$ cat src/rtl/tile_job_if.sv
// Host register-write port and typed job-word stream between the host, the
// tile_job_packer and the solver manager.
interface tile_job_if #(
    parameter int LIMB_INDEX_BITS = 6
);
    logic                       host_write_en;
    logic [1:0]                 host_write_sel;
    logic [LIMB_INDEX_BITS-1:0] host_write_index;
    logic [31:0]                host_write_data;
    logic                       host_commit;
    logic                       host_busy;
    logic                       host_overrun;
    logic                       fifo_valid;
    logic [2:0]                 fifo_data_type;
    logic [31:0]                fifo_data;
    logic                       fifo_ready;
    logic [15:0]                jobs_sent;

    // master: the packer itself; slave: host plus stream consumer
    modport master (
        input  host_write_en, host_write_sel, host_write_index, host_write_data,
               host_commit, fifo_ready,
        output host_busy, host_overrun, fifo_valid, fifo_data_type, fifo_data,
               jobs_sent
    );
    modport slave (
        output host_write_en, host_write_sel, host_write_index, host_write_data,
               host_commit, fifo_ready,
        input  host_busy, host_overrun, fifo_valid, fifo_data_type, fifo_data,
               jobs_sent
    );
endinterface

$ cat src/rtl/tile_job_packer.sv
// Buffers one tile job written by the host and serialises it as typed words
// (addr, zoom, real limbs, imag limbs, start) for the solver manager.
module tile_job_packer #(
    parameter int NUM_LIMBS       = 4,
    parameter int LIMB_INDEX_BITS = 6,
    parameter int LIMB_SIZE_BITS  = 27,
    parameter int POST_START_GAP  = 2
) (
    input  logic       clock,
    input  logic       reset,
    tile_job_if.master bus
);
    localparam int CNT_W = (NUM_LIMBS > 1) ? $clog2(NUM_LIMBS) : 1;
    localparam int GAP_W = (POST_START_GAP > 1) ? $clog2(POST_START_GAP) : 1;
    localparam logic [31:0]      LIMB_MASK = 32'((64'd1 << LIMB_SIZE_BITS) - 64'd1);
    localparam logic [CNT_W-1:0] LAST_LIMB = CNT_W'(NUM_LIMBS - 1);
    localparam logic [GAP_W-1:0] LAST_GAP  = GAP_W'(POST_START_GAP - 1);

    typedef enum logic [2:0] {IDLE, ADDR, ZOOM, REAL, IMAG, START, GAP} state_t;

    state_t           state, state_n;
    logic [31:0]      output_addr, zoom_level;
    logic [31:0]      real_limbs [NUM_LIMBS];
    logic [31:0]      imag_limbs [NUM_LIMBS];
    logic [CNT_W-1:0] limb_cnt, limb_cnt_n, limb_nxt;
    logic [GAP_W-1:0] gap_cnt, gap_cnt_n;
    logic             valid_q, valid_n;
    logic [2:0]       type_q, type_n;
    logic [31:0]      data_q, data_n;
    logic [15:0]      jobs_q, jobs_n;
    logic             overrun_q;
    logic             idle, xfer;
    logic [31:0]      addr_eff;

    assign idle     = (state == IDLE);
    assign xfer     = valid_q & bus.fifo_ready;
    assign limb_nxt = limb_cnt + CNT_W'(1);

    // A write landing in the commit cycle must already be visible in the first word
    assign addr_eff = (bus.host_write_en && bus.host_write_sel == 2'd0)
                      ? bus.host_write_data : output_addr;

    always_comb begin
        state_n    = state;
        limb_cnt_n = limb_cnt;
        gap_cnt_n  = gap_cnt;
        valid_n    = valid_q;
        type_n     = type_q;
        data_n     = data_q;
        jobs_n     = jobs_q;
        unique case (state)
            IDLE: if (bus.host_commit) begin
                state_n = ADDR;
                valid_n = 1'b1;
                type_n  = 3'd0;
                data_n  = addr_eff;
            end
            ADDR: if (xfer) begin
                state_n = ZOOM;
                type_n  = 3'd1;
                data_n  = zoom_level;
            end
            ZOOM: if (xfer) begin
                state_n    = REAL;
                limb_cnt_n = '0;
                type_n     = 3'd2;
                data_n     = real_limbs[0];
            end
            REAL: if (xfer) begin
                if (limb_cnt == LAST_LIMB) begin
                    state_n    = IMAG;
                    limb_cnt_n = '0;
                    type_n     = 3'd3;
                    data_n     = imag_limbs[0];
                end else begin
                    limb_cnt_n = limb_nxt;
                    data_n     = real_limbs[limb_nxt];
                end
            end
            IMAG: if (xfer) begin
                if (limb_cnt == LAST_LIMB) begin
                    state_n = START;
                    type_n  = 3'd4;
                    data_n  = '0;
                end else begin
                    limb_cnt_n = limb_nxt;
                    data_n     = imag_limbs[limb_nxt];
                end
            end
            START: if (xfer) begin
                state_n   = GAP;
                valid_n   = 1'b0;
                gap_cnt_n = '0;
                jobs_n    = jobs_q + 16'd1;
            end
            // Consumer ready may still read stale-high here, so nothing is offered
            GAP: begin
                gap_cnt_n = gap_cnt + GAP_W'(1);
                if (gap_cnt == LAST_GAP) state_n = IDLE;
            end
            default: state_n = IDLE;
        endcase
    end

    always_ff @(posedge clock) begin
        if (reset) begin
            state       <= IDLE;
            limb_cnt    <= '0;
            gap_cnt     <= '0;
            valid_q     <= 1'b0;
            type_q      <= '0;
            data_q      <= '0;
            jobs_q      <= '0;
            overrun_q   <= 1'b0;
            output_addr <= '0;
            zoom_level  <= '0;
            for (int k = 0; k < NUM_LIMBS; k++) begin
                real_limbs[k] <= '0;
                imag_limbs[k] <= '0;
            end
        end else begin
            state     <= state_n;
            limb_cnt  <= limb_cnt_n;
            gap_cnt   <= gap_cnt_n;
            valid_q   <= valid_n;
            type_q    <= type_n;
            data_q    <= data_n;
            jobs_q    <= jobs_n;
            overrun_q <= !idle && (bus.host_write_en || bus.host_commit);
            if (idle && bus.host_write_en) begin
                unique case (bus.host_write_sel)
                    2'd0: output_addr <= bus.host_write_data;
                    2'd1: zoom_level  <= bus.host_write_data;
                    default: begin
                        // Out-of-range indices match no slot and fall away silently
                        for (int k = 0; k < NUM_LIMBS; k++) begin
                            if (bus.host_write_index == LIMB_INDEX_BITS'(k)) begin
                                if (bus.host_write_sel == 2'd2)
                                    real_limbs[k] <= bus.host_write_data & LIMB_MASK;
                                else
                                    imag_limbs[k] <= bus.host_write_data & LIMB_MASK;
                            end
                        end
                    end
                endcase
            end
        end
    end

    assign bus.fifo_valid     = valid_q;
    assign bus.fifo_data_type = type_q;
    assign bus.fifo_data      = data_q;
    assign bus.jobs_sent      = jobs_q;
    assign bus.host_busy      = !idle;
    assign bus.host_overrun   = overrun_q;
endmodule

$ cat src/flat_wrapper.sv
// flat-port wrapper written by rule: the top's interface ports become plain ports
module tile_job_packer_flat 
#(
    parameter int NUM_LIMBS       = 4,
    parameter int LIMB_INDEX_BITS = 6,
    parameter int LIMB_SIZE_BITS  = 27,
    parameter int POST_START_GAP  = 2
)
  (clock, reset, bus_host_write_en, bus_host_write_sel, bus_host_write_index, bus_host_write_data, bus_host_commit, bus_fifo_ready, bus_host_busy, bus_host_overrun, bus_fifo_valid, bus_fifo_data_type, bus_fifo_data, bus_jobs_sent);
  tile_job_if #(.LIMB_INDEX_BITS(LIMB_INDEX_BITS)) bus_i ();
  input  logic clock;
  input  logic reset;
  input wire logic [$bits(bus_i.host_write_en)-1:0] bus_host_write_en;
  input wire logic [$bits(bus_i.host_write_sel)-1:0] bus_host_write_sel;
  input wire logic [$bits(bus_i.host_write_index)-1:0] bus_host_write_index;
  input wire logic [$bits(bus_i.host_write_data)-1:0] bus_host_write_data;
  input wire logic [$bits(bus_i.host_commit)-1:0] bus_host_commit;
  input wire logic [$bits(bus_i.fifo_ready)-1:0] bus_fifo_ready;
  output wire logic [$bits(bus_i.host_busy)-1:0] bus_host_busy;
  output wire logic [$bits(bus_i.host_overrun)-1:0] bus_host_overrun;
  output wire logic [$bits(bus_i.fifo_valid)-1:0] bus_fifo_valid;
  output wire logic [$bits(bus_i.fifo_data_type)-1:0] bus_fifo_data_type;
  output wire logic [$bits(bus_i.fifo_data)-1:0] bus_fifo_data;
  output wire logic [$bits(bus_i.jobs_sent)-1:0] bus_jobs_sent;
  assign bus_i.host_write_en = bus_host_write_en;
  assign bus_i.host_write_sel = bus_host_write_sel;
  assign bus_i.host_write_index = bus_host_write_index;
  assign bus_i.host_write_data = bus_host_write_data;
  assign bus_i.host_commit = bus_host_commit;
  assign bus_i.fifo_ready = bus_fifo_ready;
  assign bus_host_busy = bus_i.host_busy;
  assign bus_host_overrun = bus_i.host_overrun;
  assign bus_fifo_valid = bus_i.fifo_valid;
  assign bus_fifo_data_type = bus_i.fifo_data_type;
  assign bus_fifo_data = bus_i.fifo_data;
  assign bus_jobs_sent = bus_i.jobs_sent;
  tile_job_packer #(.NUM_LIMBS(NUM_LIMBS), .LIMB_INDEX_BITS(LIMB_INDEX_BITS), .LIMB_SIZE_BITS(LIMB_SIZE_BITS), .POST_START_GAP(POST_START_GAP)) u_core (.clock(clock), .reset(reset), .bus(bus_i));
endmodule
$ cat config.mk
export PLATFORM = sky130hd
export DESIGN_NAME = tile_job_packer_flat
export DESIGN_NICKNAME = d
export VERILOG_FILES = /design/src/rtl/tile_job_if.sv /design/src/rtl/tile_job_packer.sv /design/src/flat_wrapper.sv
export SDC_FILE = /design/constraint.sdc
export NUM_CORES = 1
export LEC_CHECK = 0
export CAP_MARGIN = 30
export CORE_MARGIN = 2
export CORE_UTILIZATION = 60
export DETAILED_ROUTE_END_ITERATION = 10
export DONT_BUFFER_PORTS = 1
export GPL_TIMING_DRIVEN = 0
export MAX_ROUTING_LAYER = met4
export PLACE_DENSITY = 0.78
export RECOVER_POWER = 25
export SYNTH_ARGS = -nofsm -noshare
export SYNTH_HDL_FRONTEND = slang
export SYNTH_SLANG_ARGS = --single-unit
$ cat constraint.sdc
create_clock -name clock -period 4.16 [get_ports clock]
set_input_delay 0.416 -clock clock [delete_from_list [all_inputs] [get_ports clock]]
set_output_delay 0.416 -clock clock [all_outputs]
set_load 0.01 [all_outputs]
==> impl_summary.txt, run 1 <==
----------------------------------------------------
[Detailed routing]
  Iteration count of the initial detailed-routing pass ... 5
  Routed met3 length ... 5390 um
  Remaining design rule violation count ... 0
  Average wire per standard cell ... 24.2 um
  Detailed-routed wire length on met2 ... 21600 um
  Antenna Nets Post-Route ... 0
  Iteration-0 DRC Markers ... 1622
  Met1 routed wirelength after detailed routing ... 16600 um
  Via-to-Cell Ratio ... 6.46
  Via Count ... around 12000
  Sum of routed wire length over all layers ... 45800 um
  Highest metal layer with signal wires ... met4

[Power]
  Power consumption ... 7.84 mW
  P per Cell Area ... 441 nW/um^2
  Leak pwr ... 6.04 nW
  Worst IR Drop VDD ... between 0.3 and 0.4 mV

[Yosys]
  Mean cell area of the mapped netlist ... 10.7 um^2
  Synth async-reset ratio ... 0%
  Part of the Yosys area used for sequential elements ... between 50% and 60%
  Post-synthesis instance area ... around 16000 um^2
  Total of warnings raised by yosys ... 0
  Number of distinct standard cells referenced by the synthesized netlist ... 55
  Number of enable flip-flop cells after synthesis ... 216
  Number of register bits inferred by synthesis ... about 340
  Total nets after synthesis ... 1531
  Number of cells produced by synthesis ... 1484
  Main synth FF type ... sky130_fd_sc_hd__edfxtp_1

[Global route]
  Via count of the first global-routing pass ... 12100
  Global-route total usage across every layer ... approximately a third
  Maximum number of pins on one net before global-route repair ... 23
  Total overflow reported by the global router ... 0
  Antenna violations before repair ... 0
  Global-route wire length before repair ... 69200 um

[Setup path]
  Critical register-to-register path endpoint ... u_core.imag_limbs[3][12]$_SDFFCE_PN0P_
  Number of cells traversed by the worst register-to-register path ... 6
  Highest-delay cell along the critical path ... sky130_fd_sc_hd__clkbuf_2
  Biggest cell delay along the critical path ... 0.76 ns
  Capture point of the worst path ... u_core.imag_limbs[3][12]$_SDFFCE_PN0P_
  Setup crit start kind ... register
  Setup crit end kind ... register
  Kind of critical path ... reg2reg
  Highest fanout seen on the critical path ... 22
  Flop-to-flop setup slack ... 0.77 ns
  Critical path launch point ... u_core.state[1]$_SDFFE_PP0P_
  CP Data Required Time ... 4.30 ns
  Start of the worst register-to-register path ... u_core.state[1]$_SDFFE_PP0P_
  Cells along the critical path ... clkbuf_1 > nor3_1 > nand3_1 > or2_0 > o21ai_4 > clkbuf_2
  Arrival time worst endpoint ... 3.52 ns

[Clock tree]
  Clock input transition at the sequential cells of the worst setup and hold paths ... 0.06 ns
  Clk_lat worst skew ... 0.52 ns
  Clk root buf ... sky130_fd_sc_hd__clkbuf_16
  TritonCTS sink count ... 339
  Cts-stage hold buffer count ... 0
  # Post-CTS Setup Buffers ... 0
  CTS max path bufs ... 3
  H-tree Lvls ... 2
  CTS resizes ... 0
  CTS buffer count ... 35
  Clock tree from TritonCTS ... built

[Floorplanning]
  Area inside the core boundary ... 26100 um^2
  Die footprint ... 27900 um^2
  Number of I/O pins ... 99
  Starting utilization of the core area ... between 60% and 70%
  Die Width ... approximately 170 um
  Count of standard-cell rows ... 59
  Die extent in y ... between 150 and 200 um

[Placed design]
  Number of buffer cells added on primary ports ... 0
  Placed wire-length estimate ... 30800 um
  Routability Congestion ... 0.902
  Pre-CTS WS ... between 1 and 1.5 ns

[Worst hold path]
  Class of the worst hold path ... in2reg

[Finish]
  Ratio of cells with drive above 1 in the final layout ... under 10%
  Layout Nets ... 1578
  Synthesis-to-finish area growth ... 11.5%
  Fin util ... 68.2%

[Timing]
  Final Hold Violating Endpoints ... 0
  RSZ-0062 raised after global routing ... false
  Final slew viol count ... 0
  Remaining max-slew budget at the tightest pin ... 39.7%
  Max Clk Rate ... between 200 and 300 MHz
  Worst-case hold slack ... 0.0290 ns
  Worst setup margin ... 0.774 ns
  Worst clock skew on the final layout ... 0.00779 ns
  Aggregate negative setup slack ... 0 ns
  Final setup violation count ... 0
  Slew at the pin closest to its max-slew limit ... between 0.9 and 1 ns
  Minimum clock period ... 3.39 ns
  Period utilisation layout ... between 80% and 90%

[Job]
  Max-cap violations ... 0

[Outcome]
  Result of the run ... finished, final reports clean

----------------------------------------------------
worst min-delay path by stage:
stage / start / to / slack, ns / depth (start not counted)
after floorplan: u_core.zoom_level[0]$_SDFFE_PP0P_ / u_core.zoom_level[0]$_SDFFE_PP0P_ / 0.44 / 2
after global placement: u_core.zoom_level[19]$_SDFFE_PP0P_ / u_core.zoom_level[19]$_SDFFE_PP0P_ / 0.44 / 2
after detailed placement: u_core.output_addr[25]$_SDFFE_PP0P_ / u_core.output_addr[25]$_SDFFE_PP0P_ / 0.45 / 2
after CTS: bus_host_write_data[27] / u_core.output_addr[27]$_SDFFE_PP0P_ / 0.02 / 2
after global routing: bus_host_write_data[28] / u_core.output_addr[28]$_SDFFE_PP0P_ / 0.03 / 2
final: bus_host_write_data[30] / u_core.zoom_level[30]$_SDFFE_PP0P_ / 0.03 / 2
cells in the final DEF (no fill, tap or decap), types with 27 or more instances in the layout:
cell                        netlist  final
sky130_fd_sc_hd__and2_0           0     34
sky130_fd_sc_hd__nand2_1        239    239
sky130_fd_sc_hd__clkbuf_16        0     39
sky130_fd_sc_hd__a32o_1          27     27
sky130_fd_sc_hd__clkbuf_1        99    111
sky130_fd_sc_hd__o21ai_0         41     36
sky130_fd_sc_hd__inv_1           35     35
sky130_fd_sc_hd__mux4_2          27     27
sky130_fd_sc_hd__nand2b_1        29     29
sky130_fd_sc_hd__mux2i_1         58     58
sky130_fd_sc_hd__a22oi_1         33     33
sky130_fd_sc_hd__nand3_1         35     35
sky130_fd_sc_hd__o211ai_1        56     56
sky130_fd_sc_hd__edfxtp_1       216    216
sky130_fd_sc_hd__dfxtp_1        123    123
sky130_fd_sc_hd__a21oi_1        112    112
sky130_fd_sc_hd__and2_1         219    185
logic make-up after synthesis:
group | Yosys count | synth area share, %
xor+xnor | 2 | 0.110
mux | 85 | 7.46
simple gates | 594 | 19.8
buf+inv | 167 | 4.36
flops | 339 | 56.2
compound gates | 295 | 12.0
fa+ha+maj | 2 | 0.157
cells in the mapped netlist (4+ instances only):
cell	number	area, um^2
sky130_fd_sc_hd__edfxtp_1	216	6490
sky130_fd_sc_hd__mux2i_1	58	581
sky130_fd_sc_hd__or4_1	10	75.1
sky130_fd_sc_hd__a21oi_1	112	561
sky130_fd_sc_hd__nor2_4	4	45.0
sky130_fd_sc_hd__nand2_1	239	897
sky130_fd_sc_hd__o21ai_0	41	205
sky130_fd_sc_hd__o211ai_1	56	420
sky130_fd_sc_hd__o31ai_1	12	90.1
sky130_fd_sc_hd__a32o_1	27	270
sky130_fd_sc_hd__clkbuf_1	99	372
sky130_fd_sc_hd__a211oi_1	5	37.5
sky130_fd_sc_hd__inv_1	35	131
sky130_fd_sc_hd__mux4_2	27	608
sky130_fd_sc_hd__dfxtp_1	123	2460
sky130_fd_sc_hd__nand2b_1	29	181
sky130_fd_sc_hd__or3_1	5	31.3
sky130_fd_sc_hd__buf_4	4	30.0
sky130_fd_sc_hd__clkbuf_2	9	45.0
sky130_fd_sc_hd__and2_1	219	1370
sky130_fd_sc_hd__buf_2	15	75.1
sky130_fd_sc_hd__a22oi_1	33	248
sky130_fd_sc_hd__nor2_1	21	78.8
sky130_fd_sc_hd__nand3_1	35	175
registers in the layout (all words and copies together) (netlist names):
signal,count
u_core.bus.fifo_data,32
u_core.bus.fifo_data_type,3
u_core.bus.fifo_valid,1
u_core.bus.host_overrun,1
u_core.bus.jobs_sent,16
u_core.gap_cnt,1
u_core.imag_limbs,108
u_core.limb_cnt,2
u_core.output_addr,32
u_core.real_limbs,108
u_core.state,3
u_core.zoom_level,32
power by group:
group	internal (mW)	switching, mW	leakage, nW
clock network	1.84	1.31	0.556
logic	0.281	0.581	2.26
registers	3.72	0.110	3.23
worst max-delay path, delay by kind of cell (launching register included):
family / cells / cell delay, ns
AND/OR/NAND/NOR: 3 / 1.35
buffers and inverters: 2 / 0.99
AO/OA/AOI/OAI: 1 / 0.36
flip-flops: 1 / 0.29
per-layer routing:
| metal | GRT usage [%] | up-vias |
|---|---|---|
| li1 | - | 5373 |
| met2 | 53.2 | 756 |
| met5 | - | - |
| met4 | 14.4 | 0 |
| met1 | 41.6 | 5925 |
| met3 | 8.51 | 179 |
metrics by stage:
stage / cell area (um^2) / cells
6_report: 17800 / 1894
5_1_grt: 17800 / 1892
4_1_cts: 17800 / 1891
3_5_place_dp: 16700 / 1828
3_3_place_gp: 16400 / 1819
2_1_floorplan: 15900 / 1484
layout make-up:
class / count / area [um^2]
diodes: 2 / 5.00
flip-flops and latches: 339 / 8950
multi-input cells: 978 / 6340
plain buffers: 132 / 552
repair buffers: 10 / 225
inverters: 35 / 131
clock inverters: 10 / 77.6
well taps: 335 / 419
clock buffers: 53 / 1070
fillers: 1903 / 8300
(Power assumes the default switching activity.)
==> run 2, diff against run 1 <==
==> constraint.sdc (replaced) <==
create_clock -name clock -period 3.3 [get_ports clock]
set_input_delay 0.33 -clock clock [delete_from_list [all_inputs] [get_ports clock]]
set_output_delay 0.33 -clock clock [all_outputs]
set_load 0.01 [all_outputs]
==> run 2 against run 1 <==
Global-route usage fell by 0.33 points. Hold slack improved by 0.051 ns. Die area did not move. Design area rose by 0.31%. Register-to-register slack got worse by 0.52 ns. Worst setup slack got worse by 0.52 ns. Core utilization grew 0.21 points. Routed wire length grew 0.24%.
==> impl_summary.txt, run 2 (synthesis gave the netlist of run 1 again) <==
----------------------------------------------------
[Outcome]
  Result of the run ... finished, final reports clean

[Timing]
  Worst setup margin ... approximately 0.25 ns
  Final slew viol count ... 0
  Max Clk Rate ... 328 MHz
  Worst clock skew on the final layout ... 0.0121 ns
  Remaining max-slew budget at the tightest pin ... 17.1%
  Slew at the pin closest to its max-slew limit ... about 1.2 ns
  Period utilisation layout ... 92.3%
  Final Hold Violating Endpoints ... 0
  RSZ-0062 raised after global routing ... false
  Final setup violation count ... 0
  Minimum clock period ... a little over 3 ns

[Worst hold path]
  End of the worst hold path ... u_core.bus.fifo_data[24]$_SDFFE_PP0P_
  Hold wc startpoint ... bus_host_write_data[24]
  Hold Crit Depth ... 3
  Class of the worst hold path ... in2reg

[Setup path]
  Setup crit end kind ... register
  CP Data Required Time ... 3.69 ns
  Biggest cell delay along the critical path ... between 0.6 and 0.7 ns
  Arrival time worst endpoint ... 3.44 ns
  Start of the worst register-to-register path ... u_core.state[1]$_SDFFE_PP0P_
  Highest-delay cell along the critical path ... sky130_fd_sc_hd__nor2_1
  Kind of critical path ... reg2reg
  Critical register-to-register path endpoint ... u_core.imag_limbs[1][16]$_SDFFCE_PN0P_
  Number of cells traversed by the worst register-to-register path ... 7
  Setup crit start kind ... register
  Cells along the critical path ... buf_6 > nor3_4 > nand3_1 > or3_4 > nor2_1 > clkbuf_1 > and2_1
  Flop-to-flop setup slack ... approximately 0.25 ns
  Highest fanout seen on the critical path ... 10

[Placed design]
  Routability Congestion ... approximately 0.89
  Placed wire-length estimate ... ~31000 um
  Pre-CTS WS ... 0.573 ns
  Number of buffer cells added on primary ports ... 0

[Clock tree]
  TritonCTS sink count ... 339
  Clock tree from TritonCTS ... built
  Clk_lat worst skew ... approximately 0.53 ns
  Clk root buf ... sky130_fd_sc_hd__clkbuf_16
  Clock input transition at the sequential cells of the worst setup and hold paths ... 0.06 ns
  CTS max path bufs ... 3
  # Post-CTS Setup Buffers ... 0
  CTS resizes ... 0
  H-tree Lvls ... 2
  CTS buffer count ... 36

[Finish]
  Layout Nets ... 1585
  Count of antenna diodes in the layout ... 0
  Commonest non-fill, non-tap cell in the layout ... sky130_fd_sc_hd__nand2_1
  Most used cells in the layout excluding fill and tap cells ... 239 x sky130_fd_sc_hd__nand2_1, 216 x sky130_fd_sc_hd__edfxtp_1, 190 x sky130_fd_sc_hd__and2_1
  Registers with the most flip-flops ... u_core.imag_limbs: 108 flops, u_core.real_limbs: 108 flops
  Ratio of cells with drive above 1 in the final layout ... roughly 8.9%
  Synthesis-to-finish area growth ... 11.8%
  Fin util ... 68.4%

[Global route]
  Maximum number of pins on one net before global-route repair ... 23
  Total overflow reported by the global router ... 0
  Global-route wire length before repair ... about 69000 um
  Global-route total usage across every layer ... 33.4%
  Via count of the first global-routing pass ... 12000
  Antenna violations before repair ... 0

[Detailed routing]
  Iteration-0 DRC Markers ... ~1600
  Iteration count of the initial detailed-routing pass ... 6
  Via Count ... 12300
  Via-to-Cell Ratio ... roughly 6.5
  Average wire per standard cell ... 24.1 um
  Sum of routed wire length over all layers ... 45900 um
  Antenna Nets Post-Route ... 0
  Remaining design rule violation count ... 0

[Floorplanning]
  Die footprint ... 27900 um^2
  Die Width ... 167 um
  Starting utilization of the core area ... 61.1%
  Count of standard-cell rows ... 59
  Die extent in y ... 167 um
  Area inside the core boundary ... 26100 um^2
  Number of I/O pins ... 99

[Power]
  Worst IR Drop VDD ... 0.555 mV
  Leak pwr ... 6.10 nW
  P per Cell Area ... between 500 and 600 nW/um^2

[Job]
  Max-cap violations ... 0

----------------------------------------------------
-- run 2: worst max-delay path: cells and delay by family, from the launching register on --
| kind | cells | cell delay, ns |
|---|---|---|
| AND/OR/NAND/NOR | 5 | 1.83 |
| buffers and inverters | 2 | 0.75 |
| flip-flops | 1 | 0.31 |
-- run 2: area by class of cell --
type,count,area [um^2]
tap,335,419
sequential,339,8950
buffer,132,556
clock inverter,11,95.1
timing repair buffer,16,270
clock buffer,55,1070
multi-input combinational,978,6320
fill,1923,8240
inverter,35,131
-- run 2: repair_timing --
item / in CTS / in global routing
hold buffers: 7 / 0
endpoints found under the hold margin: 12 / 0
setup endpoints to repair: 0 / 0
-- run 2: layer usage --
layer  wire, um  global-route usage [%]  vias up  share of wire [%]
met5          0                       -        -                  0
met2      21700                    52.2      771                 47
li1           -                       -     5396                  -
met3       4920                    6.56      184                 11
met4       2070                    15.1        0                4.5
met1      17200                    42.5     5921                 38
-- run 2: stage by stage --
stage	power [mW]	instance area [um^2]	setup TNS, ns	instances	hold WS, ns
2_1_floorplan	5.59	15900	-11.21	1484	0.436
3_3_place_gp	5.92	16400	-226.97	1819	0.442
3_5_place_dp	5.98	16600	0	1828	0.447
4_1_cts	9.93	17900	0	1901	0.0633
5_1_grt	10.2	17800	0	1901	0.0803
6_report	9.94	17800	0	1901	0.0799
-- run 2: where the power goes --
part	internal [mW]	switching, mW	leakage (nW)
clock	2.34	1.67	0.581
combinational	0.354	0.738	2.29
sequential	4.69	0.140	3.23
-- run 2: worst max path at each step --
stage,from,to,cells past startpoint
after global placement,u_core.state[1]$_SDFFE_PP0P_,u_core.real_limbs[1][14]$_SDFFCE_PN0P_,5
after detailed placement,u_core.state[1]$_SDFFE_PP0P_,u_core.imag_limbs[3][22]$_SDFFCE_PN0P_,7
after CTS,u_core.state[1]$_SDFFE_PP0P_,u_core.imag_limbs[3][22]$_SDFFCE_PN0P_,7
final,u_core.state[1]$_SDFFE_PP0P_,u_core.imag_limbs[1][16]$_SDFFCE_PN0P_,7
after global routing,u_core.state[1]$_SDFFE_PP0P_,u_core.imag_limbs[2][22]$_SDFFCE_PN0P_,7
after floorplan,u_core.state[1]$_SDFFE_PP0P_,u_core.real_limbs[1][0]$_SDFFCE_PN0P_,5
==> run 3, diff against run 2 <==
--- a/config.mk
+++ b/config.mk
@@ -6,11 +6,13 @@
 export NUM_CORES = 1
 export LEC_CHECK = 0
 export CAP_MARGIN = 30
+export CORE_ASPECT_RATIO = 0.9
 export CORE_MARGIN = 2
 export CORE_UTILIZATION = 60
 export DETAILED_ROUTE_END_ITERATION = 10
 export DONT_BUFFER_PORTS = 1
 export GPL_TIMING_DRIVEN = 0
+export HOLD_SLACK_MARGIN = 0.03
 export MAX_ROUTING_LAYER = met4
 export PLACE_DENSITY = 0.78
 export RECOVER_POWER = 25
==> run 3 against run 2 <==
Global-route usage up 0.73 points. Worst setup slack better by 0.0066 ns. Die area about the same. Largest power group unchanged. Highest routed layer unchanged.
==> impl_summary.txt, run 3 (synthesis gave the netlist of run 1 again) <==
----------------------------------------------------
[Outcome]
  Result of the run ... finished, final reports clean

[Floorplanning]
  Starting utilization of the core area ... between 60 and 70%
  Die extent in y ... 159 um
  Count of standard-cell rows ... 56
  Number of I/O pins ... 99
  Area inside the core boundary ... 26100 um^2
  Die footprint ... 27900 um^2
  Die Width ... 176 um

[Clock tree]
  CTS buffer count ... 36
  CTS max path bufs ... 3
  Clk_lat worst skew ... 0.52 ns
  TritonCTS sink count ... 339
  Cts-stage hold buffer count ... 7
  Clock tree from TritonCTS ... built
  Clk root buf ... sky130_fd_sc_hd__clkbuf_16
  H-tree Lvls ... 2
  Clock input transition at the sequential cells of the worst setup and hold paths ... roughly 0.06 ns
  CTS resizes ... 0
  # Post-CTS Setup Buffers ... 0

[Timing]
  Max Clk Rate ... 329 MHz
  Final Hold Violating Endpoints ... 0
  Final slew viol count ... 0
  Final setup violation count ... 0
  Slew at the pin closest to its max-slew limit ... 1.22 ns
  RSZ-0062 raised after global routing ... false
  Minimum clock period ... 3.04 ns
  Period utilisation layout ... 92.1%
  Remaining max-slew budget at the tightest pin ... 18.1%
  Worst-case hold slack ... 0.0889 ns
  Worst clock skew on the final layout ... 0.0197 ns

[Power]
  P per Cell Area ... around 550 nW/um^2
  Leak pwr ... 6.07 nW
  Worst IR Drop VDD ... 0.379 mV
  Power consumption ... 9.84 mW

[Detailed routing]
  Via Count ... between 10000 and 15000
  Via-to-Cell Ratio ... 6.37
  Iteration-0 DRC Markers ... approximately 1400
  Iteration count of the initial detailed-routing pass ... 7
  Antenna Nets Post-Route ... 0
  Remaining design rule violation count ... 0
  Sum of routed wire length over all layers ... approximately 46000 um
  Average wire per standard cell ... 24.2 um

[Global route]
  Via count of the first global-routing pass ... 11900
  Total overflow reported by the global router ... 0
  Global-route wire length before repair ... 68800 um
  Global-route total usage across every layer ... 34.2%
  Maximum number of pins on one net before global-route repair ... 19
  Antenna violations before repair ... 0

[Job]
  Max-cap violations ... 0

[Finish]
  Commonest non-fill, non-tap cell in the layout ... sky130_fd_sc_hd__nand2_1
  Count of antenna diodes in the layout ... 0
  Layout Nets ... 1587
  Most used cells in the layout excluding fill and tap cells ... 239 x sky130_fd_sc_hd__nand2_1, 216 x sky130_fd_sc_hd__edfxtp_1, 186 x sky130_fd_sc_hd__and2_1
  Synthesis-to-finish area growth ... 11.7%
  Registers with the most flip-flops ... u_core.imag_limbs: 108 flops, u_core.real_limbs: 108 flops
  Fin util ... 68.3%
  Area of all placed cells without fillers ... roughly 18000 um^2
  Ratio of cells with drive above 1 in the final layout ... 8.49%

[Placed design]
  Routability Congestion ... between 0.8 and 0.9
  Number of buffer cells added on primary ports ... 0
  Total cell area at the placement stage ... about 17000 um^2
  Placed wire-length estimate ... 31500 um

[Setup path]
  Start of the worst register-to-register path ... u_core.state[1]$_SDFFE_PP0P_
  Flop-to-flop setup slack ... 0.26 ns
  Critical register-to-register path endpoint ... u_core.imag_limbs[0][8]$_SDFFCE_PN0P_
  Highest fanout seen on the critical path ... 10
  Setup crit end kind ... register
  Number of cells traversed by the worst register-to-register path ... 7
  CP Data Required Time ... about 3.7 ns
  Kind of critical path ... reg2reg
  Setup crit start kind ... register
  Arrival time worst endpoint ... roughly 3.4 ns

[Worst hold path]
  Class of the worst hold path ... in2reg
  Hold Crit Depth ... 3
  End of the worst hold path ... u_core.bus.fifo_data[25]$_SDFFE_PP0P_
  Hold wc startpoint ... bus_host_write_data[25]

----------------------------------------------------
[run 3: cell count changes in the layout (fill, tap and decap cells not counted), sizes merged]
| cell | delta |
|---|---|
| inv | -4 |
| clkinv | +7 |
| clkbuf | -6 |
| buf | +3 |
[run 3: power breakdown]
| group | leakage (nW) | switching (mW) | internal [mW] |
|---|---|---|---|
| registers | 3.23 | 0.138 | 4.69 |
| logic | 2.30 | 0.753 | 0.364 |
| clock network | 0.551 | 1.64 | 2.25 |
[run 3: per-layer routing]
metal	vias up	track usage (%)	wire, um
li1	5388	-	-
met1	5883	42.3	17300
met2	771	54.2	21700
met3	150	7.55	5160
met4	0	15.7	2110
met5	-	-	0
[run 3: worst max-delay path by stage]
| stage | start | to | cells past startpoint |
|---|---|---|---|
| 2_1_floorplan | u_core.state[1]$_SDFFE_PP0P_ | u_core.real_limbs[1][0]$_SDFFCE_PN0P_ | 5 |
| 3_3_place_gp | u_core.state[1]$_SDFFE_PP0P_ | u_core.real_limbs[3][12]$_SDFFCE_PN0P_ | 5 |
| 3_5_place_dp | u_core.state[0]$_SDFFE_PP0P_ | u_core.bus.fifo_data[26]$_SDFFE_PP0P_ | 7 |
| 4_1_cts | u_core.limb_cnt[0]$_SDFFE_PP0P_ | u_core.bus.fifo_data[7]$_SDFFE_PP0P_ | 8 |
| 5_1_grt | u_core.state[1]$_SDFFE_PP0P_ | u_core.real_limbs[3][9]$_SDFFCE_PN0P_ | 7 |
| 6_report | u_core.state[1]$_SDFFE_PP0P_ | u_core.imag_limbs[0][8]$_SDFFCE_PN0P_ | 7 |
[run 3: stage by stage]
| stage | TNS, ns | setup WS [ns] | std cells |
|---|---|---|---|
| 4_1_cts | 0 | 0.400 | 1913 |
| 3_5_place_dp | 0 | 0.460 | 1842 |
| 3_3_place_gp | -213.72 | -2.09 | 1832 |
| 2_1_floorplan | -11.21 | -0.208 | 1484 |
| 6_report | 0 | 0.261 | 1914 |
| 5_1_grt | 0 | 0.207 | 1914 |
[run 3: layout make-up]
class                      instances  area (um^2)
buffer                           132          563
clock buffer                      50         1030
clock inverter                    14         87.6
fill                            1918         8270
inverter                          35          131
multi-input combinational        978         6320
sequential                       339         8950
tap                              348          435
timing repair buffer              18          285
[run 3: critical path, stage by stage, from the launching register on]
cell and delay, ns:
sky130_fd_sc_hd__dfxtp_1 0.31, sky130_fd_sc_hd__buf_6 0.14, sky130_fd_sc_hd__nor3_4 0.28, sky130_fd_sc_hd__nand3_1 0.19, sky130_fd_sc_hd__or3_1 0.47, sky130_fd_sc_hd__nor3_1 0.87, sky130_fd_sc_hd__clkbuf_2 0.46, sky130_fd_sc_hd__and2_1 0.18
